File: src/rtl/div_issue_ctrl_pkg.sv
// Shared constants for the divider issue controller: bus widths, funct3 encodings, FSM states.
package div_issue_ctrl_pkg;

    localparam int unsigned RegBus     = 32;
    localparam int unsigned RegAddrBus = 5;

    localparam logic [2:0] OpDiv  = 3'b100;
    localparam logic [2:0] OpDivu = 3'b101;
    localparam logic [2:0] OpRem  = 3'b110;
    localparam logic [2:0] OpRemu = 3'b111;

    // funct3 bit meanings within the divide group
    localparam int unsigned OpIsDivBit    = 2;
    localparam int unsigned OpIsRemBit    = 1;
    localparam int unsigned OpUnsignedBit = 0;

    localparam logic [1:0] StIdle  = 2'd0;
    localparam logic [1:0] StBusy  = 2'd1;
    localparam logic [1:0] StWb    = 2'd2;
    localparam logic [1:0] StDrain = 2'd3;

endpackage

File: src/rtl/div_special_case.sv
// Detects RISC-V divide special cases (divide-by-zero, signed overflow) and their fixed results.
module div_special_case
    import div_issue_ctrl_pkg::*;
#(
    parameter int unsigned XLEN = RegBus
) (
    input  logic [2:0]      op,
    input  logic [XLEN-1:0] dividend,
    input  logic [XLEN-1:0] divisor,
    output logic            is_special,
    output logic [XLEN-1:0] special_result
);

    logic div_zero;
    logic overflow;

    assign div_zero = (divisor == '0);
    assign overflow = !op[OpUnsignedBit] &&
                      (dividend == {1'b1, {(XLEN-1){1'b0}}}) &&
                      (divisor == '1);

    assign is_special = op[OpIsDivBit] && (div_zero || overflow);

    always_comb begin
        special_result = '0;
        if (div_zero) begin
            special_result = op[OpIsRemBit] ? dividend : '1;
        end else if (overflow) begin
            special_result = op[OpIsRemBit] ? '0 : dividend;
        end
    end

endmodule

File: src/rtl/div_issue_ctrl.sv
// EX-stage initiator for the iterative divider: resolves special cases locally, otherwise
// issues to the divider, stalls until the tagged result returns, then writes back one cycle.
module div_issue_ctrl
    import div_issue_ctrl_pkg::*;
#(
    parameter int unsigned XLEN         = RegBus,
    parameter bit          FAST_SPECIAL = 1'b1
) (
    input  logic                  clk,
    input  logic                  rst,
    input  logic                  req_valid_i,
    input  logic [2:0]            op_i,
    input  logic [XLEN-1:0]       rs1_data_i,
    input  logic [XLEN-1:0]       rs2_data_i,
    input  logic [RegAddrBus-1:0] rd_addr_i,
    input  logic                  flush_i,
    output logic                  stall_o,
    output logic                  wb_we_o,
    output logic [RegAddrBus-1:0] wb_waddr_o,
    output logic [XLEN-1:0]       wb_wdata_o,
    output logic                  div_start_o,
    output logic [XLEN-1:0]       div_dividend_o,
    output logic [XLEN-1:0]       div_divisor_o,
    output logic [2:0]            div_op_o,
    output logic [RegAddrBus-1:0] div_reg_waddr_o,
    input  logic [XLEN-1:0]       div_result_i,
    input  logic                  div_ready_i,
    input  logic                  div_busy_i,
    input  logic [RegAddrBus-1:0] div_reg_waddr_i
);

    logic [1:0]            state_q, state_d;
    logic [XLEN-1:0]       result_q, result_d;
    logic [XLEN-1:0]       dividend_q, dividend_d;
    logic [XLEN-1:0]       divisor_q, divisor_d;
    logic [2:0]            op_q, op_d;
    logic [RegAddrBus-1:0] tag_q, tag_d;
    logic [RegAddrBus-1:0] rd_q, rd_d;

    logic            accept;
    logic            is_special;
    logic [XLEN-1:0] special_result;

    div_special_case #(
        .XLEN(XLEN)
    ) u_special (
        .op            (op_i),
        .dividend      (rs1_data_i),
        .divisor       (rs2_data_i),
        .is_special    (is_special),
        .special_result(special_result)
    );

    assign accept = (state_q == StIdle) && req_valid_i && op_i[OpIsDivBit] && !flush_i;

    always_comb begin
        state_d    = state_q;
        result_d   = result_q;
        dividend_d = dividend_q;
        divisor_d  = divisor_q;
        op_d       = op_q;
        tag_d      = tag_q;
        rd_d       = rd_q;
        case (state_q)
            StIdle: begin
                if (accept) begin
                    state_d = StWb;
                    if (rd_addr_i == '0) begin
                        // x0 destination: nothing to compute, pass through WB without a write
                        rd_d     = '0;
                        result_d = '0;
                    end else if (FAST_SPECIAL && is_special) begin
                        rd_d     = rd_addr_i;
                        result_d = special_result;
                    end else begin
                        rd_d       = rd_addr_i;
                        tag_d      = rd_addr_i;
                        dividend_d = rs1_data_i;
                        divisor_d  = rs2_data_i;
                        op_d       = op_i;
                        state_d    = StBusy;
                    end
                end
            end
            StBusy: begin
                if (flush_i) begin
                    state_d = div_busy_i ? StDrain : StIdle;
                end else if (div_ready_i && (div_reg_waddr_i == tag_q)) begin
                    result_d = div_result_i;
                    state_d  = StWb;
                end
            end
            StWb: begin
                state_d = StIdle;
            end
            default: begin
                if (!div_busy_i) begin
                    state_d = StIdle;
                end
            end
        endcase
    end

    always_ff @(posedge clk) begin
        if (!rst) begin
            state_q    <= StIdle;
            result_q   <= '0;
            dividend_q <= '0;
            divisor_q  <= '0;
            op_q       <= '0;
            tag_q      <= '0;
            rd_q       <= '0;
        end else begin
            state_q    <= state_d;
            result_q   <= result_d;
            dividend_q <= dividend_d;
            divisor_q  <= divisor_d;
            op_q       <= op_d;
            tag_q      <= tag_d;
            rd_q       <= rd_d;
        end
    end

    assign stall_o         = (state_q == StBusy) || accept;
    assign div_start_o     = (state_q == StBusy);
    assign div_dividend_o  = dividend_q;
    assign div_divisor_o   = divisor_q;
    assign div_op_o        = op_q;
    assign div_reg_waddr_o = tag_q;

    assign wb_we_o    = (state_q == StWb) && (rd_q != '0) && !flush_i;
    assign wb_waddr_o = (state_q == StWb) ? rd_q : '0;
    assign wb_wdata_o = (state_q == StWb) ? result_q : '0;

endmodule

File: config.mk
export PLATFORM = sky130hd
export DESIGN_NAME = div_issue_ctrl
export DESIGN_NICKNAME = d
export VERILOG_FILES = /design/src/rtl/div_issue_ctrl_pkg.sv /design/src/rtl/div_special_case.sv /design/src/rtl/div_issue_ctrl.sv
export SDC_FILE = /design/constraint.sdc
export NUM_CORES = 1
export LEC_CHECK = 0
export CAP_MARGIN = 0
export CORE_ASPECT_RATIO = 0.7
export CORE_MARGIN = 10
export CORE_UTILIZATION = 46
export DETAILED_ROUTE_END_ITERATION = 6
export PLACE_DENSITY = 0.93
export SYNTH_ARGS = -nofsm -noshare
export SYNTH_HDL_FRONTEND = slang
export SYNTH_SLANG_ARGS = --single-unit
File: constraint.sdc
create_clock -name clk -period 7 [get_ports clk]
set_input_delay 1.4 -clock clk [delete_from_list [all_inputs] [get_ports clk]]
set_output_delay 1.4 -clock clk [all_outputs]
set_load 0.01 [all_outputs]
==> results of run 1 <==
## metrics by stage
stage               hold WS, ns  total power, mW
floorplan                 0.479            0.756
global placement          0.441            0.871
detailed placement        0.449            0.878
CTS                       0.459             1.39
global route              0.482             1.43
finish                    0.459             1.38
## power by group through the flow
stage          registers [mW]  logic [mW]  clock network (mW)
2_1_floorplan           0.680      0.0765                   0
6_report                0.661       0.203               0.514
4_1_cts                 0.661       0.203               0.528
5_1_grt                 0.663       0.218               0.551
3_3_place_gp            0.674       0.198                   0
3_5_place_dp            0.675       0.203                   0
## state kept, by name, summed over array words and instances (netlist names)
| name | flops |
|---|---|
| div_dividend_o | 32 |
| div_divisor_o | 32 |
| div_op_o | 3 |
| div_reg_waddr_o | 5 |
| rd_q | 5 |
| result_q | 32 |
| state_q | 2 |
## kinds of logic (layout without fill, tap and decap cells)
family	count (synthesis)	in the layout	share of synthesized area
AO/OA/AOI/OAI	76	76	0.144
flip-flops	111	111	0.420
XOR/XNOR	5	5	0.00828
AND/OR/NAND/NOR	242	242	0.221
multiplexers	76	76	0.144
buffers and inverters	45	247	0.0632
## final cells by class
type,count,share of cell area
clock buffer,9,0.0291
tap,153,0.0247
sequential,111,0.287
multi-input combinational,399,0.354
timing repair buffer,231,0.296
clock inverter,7,0.00936
## final timing paths
| check | start | depth (start not counted) | slack, ns | end |
|---|---|---|---|---|
| worst min register to register | div_dividend_o[28]$_SDFFE_PN0P_ | 2 | 0.46 | div_dividend_o[28]$_SDFFE_PN0P_ |
| worst max-delay path | op_i[2] | 6 | 2.48 | stall_o |
| worst max register to register | state_q[0]$_SDFFE_PN0P_ | 6 | 4.61 | result_q[6]$_SDFFE_PN0P_ |
| worst min-delay path | div_dividend_o[28]$_SDFFE_PN0P_ | 2 | 0.46 | div_dividend_o[28]$_SDFFE_PN0P_ |
## per-layer routing
| layer | vias to the layer above | share of wire | track usage | wire, microns |
|---|---|---|---|---|
| li1 | 2368 | - | - | - |
| met1 | 2380 | 0.40 | 0.263 | 7500 |
| met2 | 223 | 0.48 | 0.372 | 8990 |
| met3 | 18 | 0.11 | 0.0924 | 2010 |
| met4 | 0 | 0.011 | 0.0494 | 197 |
| met5 | - | 0 | 0 | 0 |
## worst reg2reg max path: stages, from the launching register on
cell	delay [ns]
sky130_fd_sc_hd__dfxtp_1	0.45
sky130_fd_sc_hd__nor2b_2	0.22
sky130_fd_sc_hd__buf_4	0.39
sky130_fd_sc_hd__o21ai_0	0.28
sky130_fd_sc_hd__o211a_1	0.24
sky130_fd_sc_hd__o21a_2	0.34
sky130_fd_sc_hd__o221a_2	0.37
## layout by cell type (no fill, tap or decap), types with 2 or more instances in the layout
master                            synthesis  final
sky130_fd_sc_hd__buf_4                    4      6
sky130_fd_sc_hd__o221a_1                  5      5
sky130_fd_sc_hd__nor2b_1                  8      6
sky130_fd_sc_hd__a22o_1                  32     32
sky130_fd_sc_hd__and4b_1                  2      2
sky130_fd_sc_hd__nor2b_2                  0      2
sky130_fd_sc_hd__clkdlybuf4s50_1          0    225
sky130_fd_sc_hd__nor4_4                   1      2
sky130_fd_sc_hd__nand3_1                  2      2
sky130_fd_sc_hd__or4_1                    3      3
sky130_fd_sc_hd__clkbuf_16                0      9
sky130_fd_sc_hd__xnor2_1                  5      5
sky130_fd_sc_hd__nor2_1                   6      6
sky130_fd_sc_hd__nor4b_1                  2      2
sky130_fd_sc_hd__and2_1                  38     38
sky130_fd_sc_hd__o221a_2                 27     27
sky130_fd_sc_hd__mux2i_1                 76     76
sky130_fd_sc_hd__o21a_1                   4      4
sky130_fd_sc_hd__clkinv_2                 0      2
sky130_fd_sc_hd__nand4_1                  7      7
sky130_fd_sc_hd__dfxtp_1                111    111
sky130_fd_sc_hd__nand2_1                150    150
sky130_fd_sc_hd__nor4_1                  16     16
sky130_fd_sc_hd__clkinvlp_4               0      2
==> metrics.txt, run 1 <==
# TYPE chip_impl_metric gauge
chip_impl_metric{name="multiInputGateArea",unit="sq um"} 2740
chip_impl_metric{name="internal_power",unit="mW"} 1.04
chip_impl_metric{name="worstPathRequired",unit="ns"} 5.60
chip_impl_info{name="timing.setup.critical_path_class",value="input port to output pin"} 1
chip_impl_metric{name="worst_ep_arrival_time",unit="ns"} 3.12
chip_impl_metric{name="cts.reportedPaths.clkPinSlew",unit="ns"} 0.07
chip_impl_info{name="cp-end-kind",value="output pin"} 1
chip_impl_metric{name="port_buffers",unit=""} 226
chip_impl_metric{name="coreArea",unit="sq um"} 11100
chip_impl_metric{name="fmax",unit="MHz"} 221
chip_impl_metric{name="place_hpwl",unit="mm"} 14.5
chip_impl_metric{name="cts_max_path_buffers",unit=""} 2
chip_impl_info{name="synth_most_common_cell",value="sky130_fd_sc_hd__nand2_1"} 1
chip_impl_metric{name="detailedRoute.firstPassIterationCount",unit=""} 5
chip_impl_metric{name="nets",unit=""} 867
chip_impl_info{name="cpMostUsedCell",value="sky130_fd_sc_hd__clkdlybuf4s50_1"} 1
chip_impl_metric{name="syn_inst",unit=""} 555
chip_impl_metric{name="p_sw",unit="mW"} 0.336
chip_impl_metric{name="via_count",unit=""} 4989
chip_impl_info{name="min-delay-path-class",value="flop to flop"} 1
chip_impl_metric{name="post_cts_buffers",unit=""} 0
chip_impl_metric{name="initial_core_util",unit=""} 0.475
chip_impl_metric{name="max_cap_violations",unit=""} 0
chip_impl_metric{name="place_inst",unit=""} 894
chip_impl_metric{name="fin_area",unit="sq um"} 7750
chip_impl_metric{name="synth_edf_count",unit=""} 0
chip_impl_metric{name="route.detailed.wl_per_inst",unit="microns"} 20.5
chip_impl_metric{name="detailed_place.area",unit="sq um"} 7450
chip_impl_metric{name="grt_overflow_total",unit=""} 0
chip_impl_metric{name="route.final.wire_length",unit="mm"} 18.7
chip_impl_info{name="status",value="finished, final reports clean"} 1
chip_impl_metric{name="setup_total_negative_slack",unit="ns"} 0
chip_impl_info{name="tritoncts_clock_tree",value="built"} 1
chip_impl_metric{name="areaGrowthSynthToFinish",unit="%"} 46.7
chip_impl_metric{name="power_per_cell_area",unit="nW/um^2"} 178
chip_impl_metric{name="antenna_cells",unit=""} 0
chip_impl_metric{name="die-height",unit="microns"} 110
chip_impl_metric{name="fin_util",unit=""} 0.696
chip_impl_metric{name="switching_share",unit=""} 0.244
chip_impl_metric{name="critPathMaxFanout",unit=""} 6
chip_impl_metric{name="postLayoutSetupSlackWorst",unit="ns"} 2.48
chip_impl_metric{name="layout-drive-gt1-share",unit=""} 0.0779
chip_impl_info{name="path_cells",value="clkdlybuf4s50_1, nand2_1, nor4_1, buf_4, or2_2, clkdlybuf4s50_1"} 1
chip_impl_metric{name="finalHoldViolations",unit=""} 0
chip_impl_metric{name="cts.sink_count",unit=""} 111
chip_impl_metric{name="grt_pass1_wl",unit="mm"} 28.6
chip_impl_metric{name="synth-seq-cells",unit=""} 111
chip_impl_metric{name="io_pins",unit=""} 227
chip_impl_metric{name="ir_worst_vdd",unit="mV"} 0.141
chip_impl_metric{name="leakage",unit="nW"} 2.79
chip_impl_metric{name="vias_per_cell",unit=""} 5.48
chip_impl_info{name="most_used_dff_post_synth",value="sky130_fd_sc_hd__dfxtp_1"} 1
chip_impl_metric{name="ys_async_sr_fraction",unit=""} 0
chip_impl_metric{name="place_ws",unit="ns"} 2.30
chip_impl_metric{name="fin_cells",unit=""} 910
chip_impl_metric{name="fillers",unit=""} 857
chip_impl_metric{name="clock_skew",unit="ns"} 0.00446
chip_impl_metric{name="die_w",unit="microns"} 148
chip_impl_info{name="ys_top_cells_by_count",value="sky130_fd_sc_hd__nand2_1 (150), sky130_fd_sc_hd__dfxtp_1 (111), sky130_fd_sc_hd__mux2i_1 (76)"} 1
chip_impl_metric{name="globalplace.congestion",unit=""} 0.878
chip_impl_metric{name="seq_area",unit="sq um"} 2220
chip_impl_metric{name="synthesis.nets",unit=""} 670
chip_impl_metric{name="comb_power_share",unit=""} 0.148
chip_impl_info{name="rsz0062_at_grt",value="no"} 1
chip_impl_metric{name="drt_iter0_drcs",unit=""} 367
chip_impl_metric{name="cts-hold-fix-buffers",unit=""} 0
chip_impl_info{name="critical_path_cell_with_the_highest_stage_delay",value="sky130_fd_sc_hd__clkdlybuf4s50_1"} 1
chip_impl_metric{name="placement_rows",unit=""} 32
chip_impl_info{name="critical-path-top-delay-family",value="buffers and inverters"} 1
chip_impl_metric{name="drtAntennaViolNets",unit=""} 0
chip_impl_metric{name="share_clk_of_total_power",unit=""} 0.373
chip_impl_metric{name="synthesis_warning_total",unit=""} 0
chip_impl_metric{name="worst_slew_pin_slew",unit="ns"} 1.17
chip_impl_metric{name="number_of_antenna_violations_at_the_first_check_in_global_routing",unit=""} 0
chip_impl_metric{name="total_standard_cell_area_after_synthesis",unit="sq um"} 5290
chip_impl_metric{name="cts_bufs_inserted",unit=""} 9
chip_impl_metric{name="grt_use_total",unit=""} 0.222
chip_impl_metric{name="drc",unit=""} 0
chip_impl_metric{name="timing_max_transition_violations_final",unit=""} 0
chip_impl_metric{name="cpPeakStageDelay",unit="ns"} 0.54
chip_impl_info{name="cts.root.buffer_cell",value="sky130_fd_sc_hd__clkbuf_16"} 1
chip_impl_metric{name="sequential_element_share_of_the_synthesized_area",unit=""} 0.420
chip_impl_metric{name="clock_insertion_delay_worst_skew",unit="ns"} 0.34
chip_impl_metric{name="min_tclk_post_route",unit="ns"} 4.52
chip_impl_metric{name="power_frac_seq",unit=""} 0.480
chip_impl_metric{name="maximum_number_of_pins_on_one_net_before_global_route_repair",unit=""} 93
chip_impl_metric{name="synth.lib_cells_used.distinct",unit=""} 39
chip_impl_metric{name="floorplan.die_area",unit="sq um"} 16200
chip_impl_metric{name="number_of_global_route_vias_before_repair",unit=""} 5205
chip_impl_metric{name="htree_depth",unit=""} 3
chip_impl_metric{name="cts_resized",unit=""} 0
chip_impl_info{name="critPathLaunchType",value="input port"} 1
chip_impl_info{name="synth_top_area_cell",value="sky130_fd_sc_hd__dfxtp_1"} 1
chip_impl_metric{name="final.period_utilization",unit=""} 0.645
chip_impl_metric{name="yosys_top_cell_area_share",unit=""} 0.420
chip_impl_info{name="yosys-top-cells-area",value="sky130_fd_sc_hd__dfxtp_1 (42%), sky130_fd_sc_hd__mux2i_1 (14%), sky130_fd_sc_hd__nand2_1 (11%)"} 1
chip_impl_metric{name="finalSetupViolations",unit=""} 0
chip_impl_metric{name="postSynthAreaPerCell",unit="sq um"} 9.52
chip_impl_metric{name="max_slew_margin",unit=""} 0.215
chip_impl_metric{name="timing.critical_path.buf_inv",unit=""} 3
Note: power is estimated with default switching activity, not from simulation.
==> run 2, diff against run 1 <==
--- a/config.mk
+++ b/config.mk
@@ -8,9 +8,9 @@
 export CAP_MARGIN = 0
 export CORE_ASPECT_RATIO = 0.7
 export CORE_MARGIN = 10
-export CORE_UTILIZATION = 46
+export CORE_UTILIZATION = 43
 export DETAILED_ROUTE_END_ITERATION = 6
-export PLACE_DENSITY = 0.93
+export PLACE_DENSITY = 0.88
 export SYNTH_ARGS = -nofsm -noshare
 export SYNTH_HDL_FRONTEND = slang
 export SYNTH_SLANG_ARGS = --single-unit
==> constraint.sdc (replaced) <==
create_clock -name clk -period 4.5 [get_ports clk]
set_input_delay 0.9 -clock clk [delete_from_list [all_inputs] [get_ports clk]]
set_output_delay 0.9 -clock clk [all_outputs]
set_load 0.01 [all_outputs]
==> metrics.txt, run 2 (synthesized netlist as in run 1, its figures left out) <==
# TYPE chip_impl_metric gauge
chip_impl_metric{name="ir_worst_vdd",unit="mV"} 0.169
chip_impl_metric{name="power_per_cell_area",unit="nW/um^2"} 284
chip_impl_metric{name="htree_depth",unit=""} 3
chip_impl_metric{name="route.final.wire_length",unit="mm"} 18.8
chip_impl_metric{name="cts_bufs_inserted",unit=""} 9
chip_impl_info{name="layout_common_cells",value="sky130_fd_sc_hd__clkdlybuf4s50_1 (225), sky130_fd_sc_hd__nand2_1 (150), sky130_fd_sc_hd__dfxtp_1 (111), sky130_fd_sc_hd__mux2i_1 (76), sky130_fd_sc_hd__and2_1 (38)"} 1
chip_impl_metric{name="layout-drive-gt1-share",unit=""} 0.0804
chip_impl_metric{name="timing.critical_path.buf_inv",unit=""} 3
chip_impl_metric{name="io_pins",unit=""} 227
chip_impl_metric{name="timing_max_transition_violations_final",unit=""} 0
chip_impl_info{name="cpMostUsedCell",value="sky130_fd_sc_hd__clkdlybuf4s50_1"} 1
chip_impl_metric{name="cts.sink_count",unit=""} 111
chip_impl_info{name="critical_path_cell_with_the_highest_stage_delay",value="sky130_fd_sc_hd__clkdlybuf4s50_1"} 1
chip_impl_metric{name="setup_total_negative_slack",unit="ns"} 0
chip_impl_metric{name="worst_ep_arrival_time",unit="ns"} 2.64
chip_impl_metric{name="placement_rows",unit=""} 33
chip_impl_info{name="most_common_cell_after_layout_fill_and_taps_aside",value="sky130_fd_sc_hd__clkdlybuf4s50_1"} 1
chip_impl_metric{name="initial_core_util",unit=""} 0.446
chip_impl_info{name="critical-path-top-delay-family",value="buffers and inverters"} 1
chip_impl_info{name="path_cells",value="clkdlybuf4s50_1, nor4_1, buf_4, or2_2, clkdlybuf4s50_1"} 1
chip_impl_metric{name="grt_use_total",unit=""} 0.208
chip_impl_metric{name="antenna_cells",unit=""} 0
chip_impl_metric{name="port_buffers",unit=""} 226
chip_impl_metric{name="drc",unit=""} 0
chip_impl_metric{name="cts_max_path_buffers",unit=""} 2
chip_impl_metric{name="max_slew_margin",unit=""} 0.184
chip_impl_info{name="critPathLaunchType",value="input port"} 1
chip_impl_metric{name="place_ws",unit="ns"} 0.652
chip_impl_metric{name="postLayoutSetupSlackWorst",unit="ns"} 0.955
chip_impl_metric{name="min_tclk_post_route",unit="ns"} 3.54
chip_impl_metric{name="finalSetupViolations",unit=""} 0
chip_impl_metric{name="place_hpwl",unit="mm"} 14.5
chip_impl_metric{name="worstPathRequired",unit="ns"} 3.60
chip_impl_metric{name="die_w",unit="microns"} 153
chip_impl_info{name="timing.setup.critical_path_class",value="input port to output pin"} 1
chip_impl_metric{name="drtAntennaViolNets",unit=""} 0
chip_impl_metric{name="drt_iter0_drcs",unit=""} 280
chip_impl_metric{name="die-height",unit="microns"} 113
chip_impl_metric{name="post_cts_buffers",unit=""} 0
chip_impl_metric{name="cts-hold-fix-buffers",unit=""} 0
chip_impl_metric{name="vias_per_cell",unit=""} 5.43
chip_impl_metric{name="fmax",unit="MHz"} 282
chip_impl_metric{name="leakage",unit="nW"} 2.81
chip_impl_metric{name="floorplan.die_area",unit="sq um"} 17200
chip_impl_info{name="rsz0062_at_grt",value="no"} 1
chip_impl_metric{name="route.detailed.wl_per_inst",unit="microns"} 20.5
chip_impl_metric{name="via_count",unit=""} 4978
chip_impl_metric{name="max_cap_violations",unit=""} 0
chip_impl_metric{name="nets",unit=""} 869
chip_impl_info{name="min-delay-path-class",value="flop to flop"} 1
chip_impl_info{name="cts.root.buffer_cell",value="sky130_fd_sc_hd__clkbuf_16"} 1
chip_impl_metric{name="finalHoldViolations",unit=""} 0
chip_impl_metric{name="grt_overflow_total",unit=""} 0
chip_impl_metric{name="number_of_global_route_vias_before_repair",unit=""} 5268
chip_impl_metric{name="critPathMaxFanout",unit=""} 6
chip_impl_metric{name="final.period_utilization",unit=""} 0.788
chip_impl_metric{name="coreArea",unit="sq um"} 11900
chip_impl_metric{name="clock_insertion_delay_worst_skew",unit="ns"} 0.34
chip_impl_metric{name="grt_pass1_wl",unit="mm"} 29.3
chip_impl_metric{name="globalplace.congestion",unit=""} 0.884
chip_impl_metric{name="fillers",unit=""} 907
chip_impl_metric{name="worst_slew_pin_slew",unit="ns"} 1.22
chip_impl_metric{name="cpPeakStageDelay",unit="ns"} 0.57
chip_impl_metric{name="cts_resized",unit=""} 0
chip_impl_metric{name="number_of_antenna_violations_at_the_first_check_in_global_routing",unit=""} 1
chip_impl_info{name="status",value="finished, final reports clean"} 1
chip_impl_metric{name="detailedRoute.firstPassIterationCount",unit=""} 4
chip_impl_metric{name="areaGrowthSynthToFinish",unit="%"} 47.7
chip_impl_metric{name="maximum_number_of_pins_on_one_net_before_global_route_repair",unit=""} 105
chip_impl_info{name="cp-end-kind",value="output pin"} 1
chip_impl_metric{name="cts.reportedPaths.clkPinSlew",unit="ns"} 0.07
chip_impl_info{name="tritoncts_clock_tree",value="built"} 1
chip_impl_metric{name="clock_skew",unit="ns"} 0.00381
[run 2: final timing paths]
kind | start | to | slack [ns] | cells after the start
max reg2reg | state_q[0]$_SDFFE_PN0P_ | div_divisor_o[14]$_SDFFE_PN0P_ | 2.21 | 4
max | flush_i | stall_o | 0.96 | 5
min | div_divisor_o[24]$_SDFFE_PN0P_ | div_divisor_o[24]$_SDFFE_PN0P_ | 0.46 | 2
min reg2reg | div_divisor_o[24]$_SDFFE_PN0P_ | div_divisor_o[24]$_SDFFE_PN0P_ | 0.46 | 2
[run 2: worst reg2reg max path: stages, from the launching register on]
cell and delay (ns):
sky130_fd_sc_hd__dfxtp_1 0.37, sky130_fd_sc_hd__or3_1 0.52, sky130_fd_sc_hd__nor4_4 0.26, sky130_fd_sc_hd__buf_4 0.75, sky130_fd_sc_hd__mux2i_1 0.32
[run 2: report_power, final]
part,internal [mW],switching (mW)
Sequential,1.01,0.0167
Combinational,0.177,0.142
Clock,0.507,0.367
[run 2: stage by stage]
step / cell area [sq um] / instances / util / hold slack (ns) / total power, mW
3_5_place_dp: 7470 / 900 / 0.631 / 0.450 / 1.37
4_1_cts: 7810 / 916 / 0.659 / 0.460 / 2.25
6_report: 7810 / 916 / 0.659 / 0.457 / 2.22
5_1_grt: 7810 / 916 / 0.659 / 0.479 / 2.30
3_3_place_gp: 7470 / 900 / 0.631 / 0.441 / 1.36
2_1_floorplan: 5290 / 555 / - / 0.479 / 1.18
[run 2: final cells by class]
type | instances | area (sq um) | area share
Multi-Input combinational cell | 399 | 2740 | 0.351
Timing Repair Buffer | 233 | 2310 | 0.296
Clock inverter | 6 | 92.6 | 0.0119
Clock buffer | 10 | 239 | 0.0306
Sequential cell | 111 | 2220 | 0.285
Tap cell | 157 | 196 | 0.0252
[run 2: routing by layer]
layer	vias up	wire (microns)	track usage
met4	0	448	0.0678
met1	2371	8110	0.248
li1	2368	-	-
met3	29	1480	0.0696
met5	-	0	0
met2	210	8770	0.346
==> run 3, diff against run 2 <==
==> constraint.sdc (replaced) <==
create_clock -name clk -period 3.3 [get_ports clk]
set_input_delay 0.66 -clock clk [delete_from_list [all_inputs] [get_ports clk]]
set_output_delay 0.66 -clock clk [all_outputs]
set_load 0.01 [all_outputs]
==> metrics.txt, run 3 (synthesized netlist as in run 1, its figures left out) <==
# TYPE chip_impl_metric gauge
chip_impl_info{name="status",value="finished, final reports clean"} 1
chip_impl_metric{name="clock_skew",unit="ns"} 0.00593
chip_impl_info{name="min-delay-start",value="div_divisor_o[4]$_SDFFE_PN0P_"} 1
chip_impl_metric{name="initial_core_util",unit=""} 0.446
chip_impl_metric{name="cpPeakStageDelay",unit="ns"} 0.58
chip_impl_metric{name="cts_max_path_buffers",unit=""} 2
chip_impl_metric{name="worst_ep_arrival_time",unit="ns"} 3.34
chip_impl_metric{name="fin_cells",unit=""} 933
chip_impl_metric{name="htree_depth",unit=""} 3
chip_impl_metric{name="route.final.wire_length",unit="mm"} 18.9
chip_impl_metric{name="vias_per_cell",unit=""} 5.41
chip_impl_metric{name="finalSetupViolations",unit=""} 0
chip_impl_info{name="timing.setup.critical_path_class",value="input port to flop"} 1
chip_impl_metric{name="critPathMaxFanout",unit=""} 33
chip_impl_info{name="layout_common_cells",value="sky130_fd_sc_hd__clkdlybuf4s50_1 (225), sky130_fd_sc_hd__nand2_1 (150), sky130_fd_sc_hd__dfxtp_1 (111), sky130_fd_sc_hd__mux2i_1 (76), sky130_fd_sc_hd__and2_1 (38)"} 1
chip_impl_info{name="tritoncts_clock_tree",value="built"} 1
chip_impl_metric{name="die-height",unit="microns"} 113
chip_impl_info{name="critical-path-top-delay-family",value="simple AND/OR/NAND/NOR gates"} 1
chip_impl_metric{name="maximum_number_of_pins_on_one_net_before_global_route_repair",unit=""} 77
chip_impl_metric{name="ff2ff_setup_slack",unit="ns"} 1.18
chip_impl_metric{name="cts_resized",unit=""} 0
chip_impl_info{name="min_delay_worst_endpoint",value="div_divisor_o[4]$_SDFFE_PN0P_"} 1
chip_impl_info{name="min-delay-path-class",value="flop to flop"} 1
chip_impl_metric{name="postLayoutSetupSlackWorst",unit="ns"} 0.220
chip_impl_metric{name="via_count",unit=""} 5046
chip_impl_metric{name="drtAntennaViolNets",unit=""} 0
chip_impl_metric{name="grt_pass1_wl",unit="mm"} 29.3
chip_impl_metric{name="clock_insertion_delay_worst_skew",unit="ns"} 0.34
chip_impl_metric{name="leakage",unit="nW"} 2.92
chip_impl_metric{name="timing_max_transition_violations_final",unit=""} 0
chip_impl_metric{name="drt_iter0_drcs",unit=""} 231
chip_impl_metric{name="worstSetupPathDepth",unit=""} 10
chip_impl_metric{name="place_ws",unit="ns"} -0.0919
chip_impl_metric{name="cts.sink_count",unit=""} 111
chip_impl_metric{name="cts_bufs_inserted",unit=""} 9
chip_impl_metric{name="coreArea",unit="sq um"} 11900
chip_impl_info{name="most_common_cell_after_layout_fill_and_taps_aside",value="sky130_fd_sc_hd__clkdlybuf4s50_1"} 1
chip_impl_info{name="reg2reg_start",value="state_q[0]$_SDFFE_PN0P_"} 1
chip_impl_metric{name="number_of_antenna_violations_at_the_first_check_in_global_routing",unit=""} 0
chip_impl_metric{name="cts.reportedPaths.clkPinSlew",unit="ns"} 0.07
chip_impl_info{name="startpoint",value="rs2_data_i[30]"} 1
chip_impl_info{name="critical_path_cell_with_the_highest_stage_delay",value="sky130_fd_sc_hd__clkdlybuf4s50_1"} 1
chip_impl_info{name="cpMostUsedCell",value="sky130_fd_sc_hd__buf_4"} 1
chip_impl_metric{name="drc",unit=""} 0
chip_impl_metric{name="timing.hold.worst_path_depth",unit=""} 2
chip_impl_info{name="cp-end-kind",value="flop"} 1
chip_impl_info{name="critical_path.reg2reg.endpoint",value="div_divisor_o[22]$_SDFFE_PN0P_"} 1
chip_impl_metric{name="grt_use_total",unit=""} 0.208
chip_impl_metric{name="power_per_cell_area",unit="nW/um^2"} 362
chip_impl_info{name="rsz0062_at_grt",value="no"} 1
chip_impl_metric{name="cts-hold-fix-buffers",unit=""} 0
chip_impl_metric{name="worst_slew_pin_slew",unit="ns"} 0.761
chip_impl_metric{name="grt_overflow_total",unit=""} 0
chip_impl_metric{name="worstPathRequired",unit="ns"} 3.56
chip_impl_metric{name="floorplan.die_area",unit="sq um"} 17200
chip_impl_metric{name="antenna_cells",unit=""} 0
chip_impl_metric{name="ir_worst_vdd",unit="mV"} 0.270
chip_impl_metric{name="io_pins",unit=""} 227
chip_impl_metric{name="place_hpwl",unit="mm"} 14.7
chip_impl_metric{name="areaGrowthSynthToFinish",unit="%"} 51.1
chip_impl_metric{name="worst_r2r_path_depth",unit=""} 4
chip_impl_metric{name="detailedRoute.firstPassIterationCount",unit=""} 5
chip_impl_metric{name="post_cts_buffers",unit=""} 0
chip_impl_metric{name="fmax",unit="MHz"} 325
chip_impl_metric{name="final.period_utilization",unit=""} 0.933
chip_impl_metric{name="die_w",unit="microns"} 153
chip_impl_metric{name="port_buffers",unit=""} 226
chip_impl_metric{name="max_slew_margin",unit=""} 0.493
chip_impl_metric{name="tightest_hold_margin",unit="ns"} 0.460
chip_impl_info{name="path_cells",value="clkdlybuf4s50_1, nor4b_1, buf_4, nand4_1, nor4_1, a21o_4, buf_4, nor4_4, buf_12, mux2i_1"} 1
chip_impl_metric{name="number_of_global_route_vias_before_repair",unit=""} 5313
chip_impl_metric{name="placement_rows",unit=""} 33
chip_impl_metric{name="min_tclk_post_route",unit="ns"} 3.08
chip_impl_metric{name="nets",unit=""} 886
chip_impl_metric{name="route.detailed.wl_per_inst",unit="microns"} 20.3
chip_impl_metric{name="place_inst",unit=""} 917
chip_impl_metric{name="max_cap_violations",unit=""} 0
chip_impl_metric{name="finalHoldViolations",unit=""} 0
chip_impl_metric{name="timing.critical_path.buf_inv",unit=""} 4
chip_impl_metric{name="globalplace.congestion",unit=""} 0.866
chip_impl_info{name="critPathLaunchType",value="input port"} 1
chip_impl_info{name="cts.root.buffer_cell",value="sky130_fd_sc_hd__clkbuf_16"} 1
chip_impl_metric{name="layout-drive-gt1-share",unit=""} 0.101
[run 3: power by group]
| group | internal, mW | switching (mW) | total (mW) |
|---|---|---|---|
| Clock | 0.538 | 0.501 | 1.04 |
| Combinational | 0.254 | 0.196 | 0.450 |
| Sequential | 1.38 | 0.0232 | 1.40 |
[run 3: how the worst max path moves through the flow]
stage,slack (ns),endpoint
2_1_floorplan,0.65,result_q[0]$_SDFFE_PN0P_
3_3_place_gp,-0.00006,result_q[8]$_SDFFE_PN0P_
3_5_place_dp,-0.09,div_divisor_o[22]$_SDFFE_PN0P_
4_1_cts,0.24,stall_o
5_1_grt,0.02,div_divisor_o[22]$_SDFFE_PN0P_
6_report,0.22,div_divisor_o[22]$_SDFFE_PN0P_
[run 3: worst register-to-register path, delay by kind of cell, from the launching register on]
| family | cells | cell delay (ns) |
|---|---|---|
| AND/OR/NAND/NOR | 2 | 1.06 |
| flip-flops | 1 | 0.38 |
| buffers and inverters | 1 | 0.32 |
| multiplexers | 1 | 0.27 |
[run 3: final cells by class]
cell class	count	area [sq um]
multi-input cells	399	2740
well taps	157	196
fillers	919	3860
clock inverters	6	43.8
repair buffers	250	2540
clock buffers	10	239
flip-flops and latches	111	2220
[run 3: per-layer routing]
layer / vias to the layer above / track usage / share of wire / routed length [microns]
met4: 0 / 0.0659 / 0.024 / 454
met3: 37 / 0.0795 / 0.082 / 1550
met1: 2413 / 0.247 / 0.42 / 7980
met5: - / 0 / 0 / 0
li1: 2407 / - / - / -
met2: 189 / 0.342 / 0.47 / 8930
[run 3: per-stage QoR]
stage | area (sq um) | util | total power, mW | TNS [ns]
detailed placement | 7700 | 0.650 | 1.88 | -5.19
global placement | 7700 | 0.650 | 1.86 | -0.0000613
CTS | 7990 | 0.674 | 2.91 | 0
global route | 7990 | 0.674 | 3.00 | 0
finish | 7990 | 0.674 | 2.89 | 0
floorplan | 5290 | - | 1.60 | 0
==> edit 1 (config.mk and constraints of run 2) <==
Change the parameter `FAST_SPECIAL` from 1'b1 to 1'b0.
--- a/src/rtl/div_issue_ctrl.sv
+++ b/src/rtl/div_issue_ctrl.sv
@@ -6,3 +6,3 @@
     parameter int unsigned XLEN         = RegBus,
-    parameter bit          FAST_SPECIAL = 1'b1
+    parameter bit          FAST_SPECIAL = 1'b0
 ) (
Behaviour: not the same (Yosys sat finds a counterexample within 4 cycles, from zero or initial values and one cycle with rst low).
==> edit 1 against run 2 <==
Clock power down 13%. Via count down 12%. Power down 8.3%. Sequential cell count unchanged. Design area down 12%. Setup slack worse by 0.18 ns. Non-clock buffer count up 1. Synthesized area down 18%. Global-route usage down 0.33 points. Wire length down 17%. Critical path type unchanged. Highest routed layer unchanged.
==> edit 1: results (changes against run 2) <==
min_path:
  min_to: "rd_q[3]"
  hold_start: "rd_q[3]"
setup_path:
  max_stage_delay_ns: 0.54  # -0.03 ns
  r2r-end: "div_divisor_o[27]"
  arrival_ns: 2.82  # +0.18 ns
  cp_max_fo: 4  # -2
  r2r_cells: 5  # +1
pwr:
  power.switching_uw: 473  # -10%
  ir_worst_vdd_uv: 215  # +27%
  finalPower_uw: 2040  # -8.3%
  power.leakage_uw: 0.00240  # -15%
timing:
  skew_ns: 0.00612  # +0.00231 ns
  relSlewSlack: 0.123  # -0.0605
synthesis:
  ys_types: 29  # -26%
  seq_area_frac_synth: 0.516  # +0.0953
  syn_nets: 605  # -9.7%
  synthTopCellsByArea: "dfxtp_1 (52%), a21oi_1 (9.2%), nand3_1 (7.7%)"
  synth_commonest_cells: "dfxtp_1 (111), a21oi_1 (79), nand3_1 (66), o21ai_0 (59), and2_1 (37)"
routing:
  drt_iter0_markers: 270  # -3.6%
  vias_per_cell: 5.38  # -1.1%
  wl_per_cell_um: 19.1  # -6.9%
  drt-pass1-iter-count: 5  # +1
finish:
  fill_cells: 724  # -20%
  finalNetCount: 801  # -7.8%
  drive_gt1_frac: 0.0478  # -0.0326
global_routing:
  grt_pass1_wl_um: 24500  # -17%
  grt_usage: 0.204  # -0.00327
  grt_max_degree: 79  # -25%
  grt_pass1_vias: 4417  # -16%
  antenna_found_initial: 0  # -1
placement:
  gp_congestion: 0.839  # -5.1%
  dp.final_hpwl_um: 11500  # -21%
status:
  status: "finished, final reports clean"
-- edit 1: final cells by class --
type / count / share of cell area
repair buffers: 234 / 0.337
multi-input cells: 328 / 0.274
clock buffers: 12 / 0.0373
flip-flops and latches: 111 / 0.323
well taps: 128 / 0.0233
inverters: 2 / 0.00109
clock inverters: 4 / 0.00436
-- edit 1: through the flow --
stage	instances	instance area [sq um]	hold slack [ns]	worst slack [ns]	utilization
CTS	819	6880	0.475	0.767	0.708
detailed placement	803	6600	0.455	0.770	0.679
global placement	803	6600	0.446	0.802	0.679
global route	819	6880	0.490	0.635	0.708
floorplan	490	4310	0.439	1.51	-
finish	819	6880	0.470	0.779	0.708
-- edit 1: worst max path at each step --
stage | cells after the start | start | to | slack, ns
2_1_floorplan | 6 | flush_i | stall_o | 1.51
3_3_place_gp | 5 | flush_i | stall_o | 0.80
3_5_place_dp | 5 | flush_i | stall_o | 0.77
4_1_cts | 5 | flush_i | stall_o | 0.77
5_1_grt | 4 | state_q[1] | wb_we_o | 0.64
6_report | 5 | flush_i | stall_o | 0.78
-- edit 1: power groups by stage --
| stage | Clock (uW) | Sequential [uW] | Combinational [uW] |
|---|---|---|---|
| after floorplan | 0 | 1050 | 75.9 |
| after global placement | 0 | 1040 | 249 |
| after detailed placement | 0 | 1040 | 255 |
| after CTS | 784 | 1020 | 257 |
| after global routing | 827 | 1020 | 275 |
| final | 763 | 1020 | 255 |
-- edit 1: cell families (layout without fill, tap and decap cells) --
| kind of cell | count (synthesis) | count (layout) | synth area share |
|---|---|---|---|
| AOI/OAI and AO/OA | 186 | 186 | 0.246 |
| DFF | 111 | 111 | 0.516 |
| buffers and inverters | 51 | 252 | 0.0540 |
| and+or+nand+nor | 137 | 137 | 0.174 |
| xor gates and xnor gates | 5 | 5 | 0.0102 |
-- edit 1: layer usage --
metal  vias to the layer above  share of wire  wire (um)  GRT usage
li1                       2128              -          -          -
met1                      2076           0.40       6230      0.232
met2                       181           0.50       7760      0.347
met3                        18          0.093       1460     0.0817
met4                         0          0.014        212     0.0559
met5                         -              0          0          0
-- edit 1: critical path, delay by kind of cell --
family | cells | cell delay [ns]
buffers and inverters | 2 | 0.99
and+or+nand+nor | 3 | 0.92
==> edit 2 (config.mk and constraints of run 2) <==
Made on the original files. Reset style: asynchronous (`rst`), changed in one clocked block.
--- a/src/rtl/div_issue_ctrl.sv
+++ b/src/rtl/div_issue_ctrl.sv
@@ -103,3 +103,3 @@
 
-    always_ff @(posedge clk) begin
+    always_ff @(posedge clk or negedge rst) begin
         if (!rst) begin
Function: differs if rst is asserted again (counterexample within 4 cycles, from zero or initial values and one cycle with rst low); with rst held inactive, the same outputs for 4 cycles.
==> edit 2 against run 2 <==
Synthesized area up 8.1%. Wire length down 4.0%. Count of clock-buffer cells in the layout up 1. Critical path depth down 1. Clock skew up 0.0034 ns. Register-to-register slack worse by 0.46 ns. Design area up 6.2%. Setup slack worse by 0.17 ns. Die area up 6.8%. Sequential cell count unchanged.
Power is not compared: it rests on default switching activity, and its combinational part moved more than twofold at a synthesized area within 25%.
==> edit 2: results (changes against run 2) <==
cts:
  cts_root_buffer: "clkbuf_16"
  clkTransAtPathRegs_ns: 0.07  # about the same
  clockBufferDepth: 2  # unchanged
  htreeDepth: 3  # unchanged
  cts_resized: 0  # unchanged
  cts_buffers: 9  # unchanged
  postCtsHoldBufs: 0  # unchanged
  post_cts_buffers: 0  # unchanged
synthesis:
  seq_area_frac_synth: 0.486  # +0.0657
  yosysWarnings: 0  # unchanged
  synth_commonest_cells: "dfrtp_1 (111), mux2_4 (68), o21ai_0 (66), mux2_2 (40)"
  syn_nets: 575  # -14%
  synthArstFlopShare: 1.00  # +1.00
  ys_types: 40  # +2.6%
  synthTopCellsByArea: "dfrtp_1 (49%), mux2_4 (18%), mux2_2 (7.9%)"
routing:
  drt-pass1-iter-count: 4  # unchanged
  dr_total_vias: 4528  # -9.0%
  wl_um: 18100  # -4.0%
  drt_iter0_markers: 246  # -12%
setup_path:
  crit_family: "buffers and inverters"
  crit_slowest_cell: "clkdlybuf4s50_1"
  arrival_ns: 2.82  # +0.18 ns
  cp_max_fo: 8  # +2
  max_stage_delay_ns: 0.59  # +0.02 ns
finish:
  drive_gt1_frac: 0.211  # +0.130
  fill_cells: 965  # +6.4%
  finalNetCount: 791  # -9.0%
  diodes: 0  # unchanged
placement:
  gp_congestion: 0.863  # -2.4%
  numPortBuffers: 226  # unchanged
  dp_slack_ns: 0.756  # +0.104 ns
  dp.final_hpwl_um: 14000  # -3.6%
pwr:
  power.leakage_uw: 0.00342
  ir_worst_vdd_uv: 192
timing:
  skew_ns: 0.00722  # +0.00341 ns
  tightest_slew_ns: 0.901  # -0.318 ns
global_routing:
  antenna_found_initial: 0  # -1
  grt_pass1_wl_um: 27500  # -6.2%
  grt_max_degree: 56  # -47%
  grt_usage: 0.191  # -0.0167
  grt_pass1_vias: 4907  # -6.9%
min_path:
  worstHoldPathType: "reg2reg"
run:
  maxCapViolCount: 0  # unchanged
status:
  status: "finished, final reports clean"
==> edit 2: area by class of cell <==
type | instances | area share
clock buffer | 11 | 0.0293
sequential | 111 | 0.335
timing repair buffer | 234 | 0.281
multi-input combinational | 318 | 0.323
tap | 166 | 0.0250
inverter | 2 | 0.000905
clock inverter | 3 | 0.00543
==> edit 2: metrics by stage <==
stage	cell area (sq um)	cells	utilization	hold slack [ns]	power (uW)
2_1_floorplan	5710	460	-	0.449	1780
3_3_place_gp	8000	831	0.611	0.466	2330
3_5_place_dp	8000	831	0.611	0.482	2370
4_1_cts	8290	845	0.633	0.499	3160
5_1_grt	8290	845	0.633	0.510	3270
6_report	8290	845	0.633	0.489	3130
==> edit 2: metal layers <==
metal | global-route usage | wire, um | vias up
met5 | 0 | 0 | -
met1 | 0.238 | 7550 | 2241
met4 | 0.0466 | 247 | 0
met2 | 0.312 | 8560 | 203
met3 | 0.0659 | 1710 | 20
li1 | - | - | 2064
==> edit 2: final timing paths <==
kind	startpoint	end	slack (ns)	cells after the start
worst max-delay path	flush_i	stall_o	0.78	4
worst min-delay path	div_op_o[2]	div_op_o[2]	0.49	1
worst max register to register	state_q[1]	div_dividend_o[5]	1.75	4
worst min register to register	div_op_o[2]	div_op_o[2]	0.49	1
max in group asynchronous	rst	result_q[17]	2.98	2
min in group asynchronous	rst	div_divisor_o[7]	0.61	1
==> edit 2: power by group <==
| part | internal [uW] | total, uW | switching (uW) |
|---|---|---|---|
| combinational | 643 | 998 | 355 |
| sequential | 1210 | 1350 | 142 |
| clock | 441 | 783 | 342 |
| total | 2290 | 3130 | 839 |
==> edit 2: cell families after synthesis <==
family                    after synthesis  share of synthesized area
AOI/OAI and AO/OA                      74                     0.0694
and+or+nand+nor                       130                      0.130
muxes                                 109                      0.259
DFF                                   111                      0.486
xor gates and xnor gates                5                    0.00766
buffers and inverters                  31                     0.0477
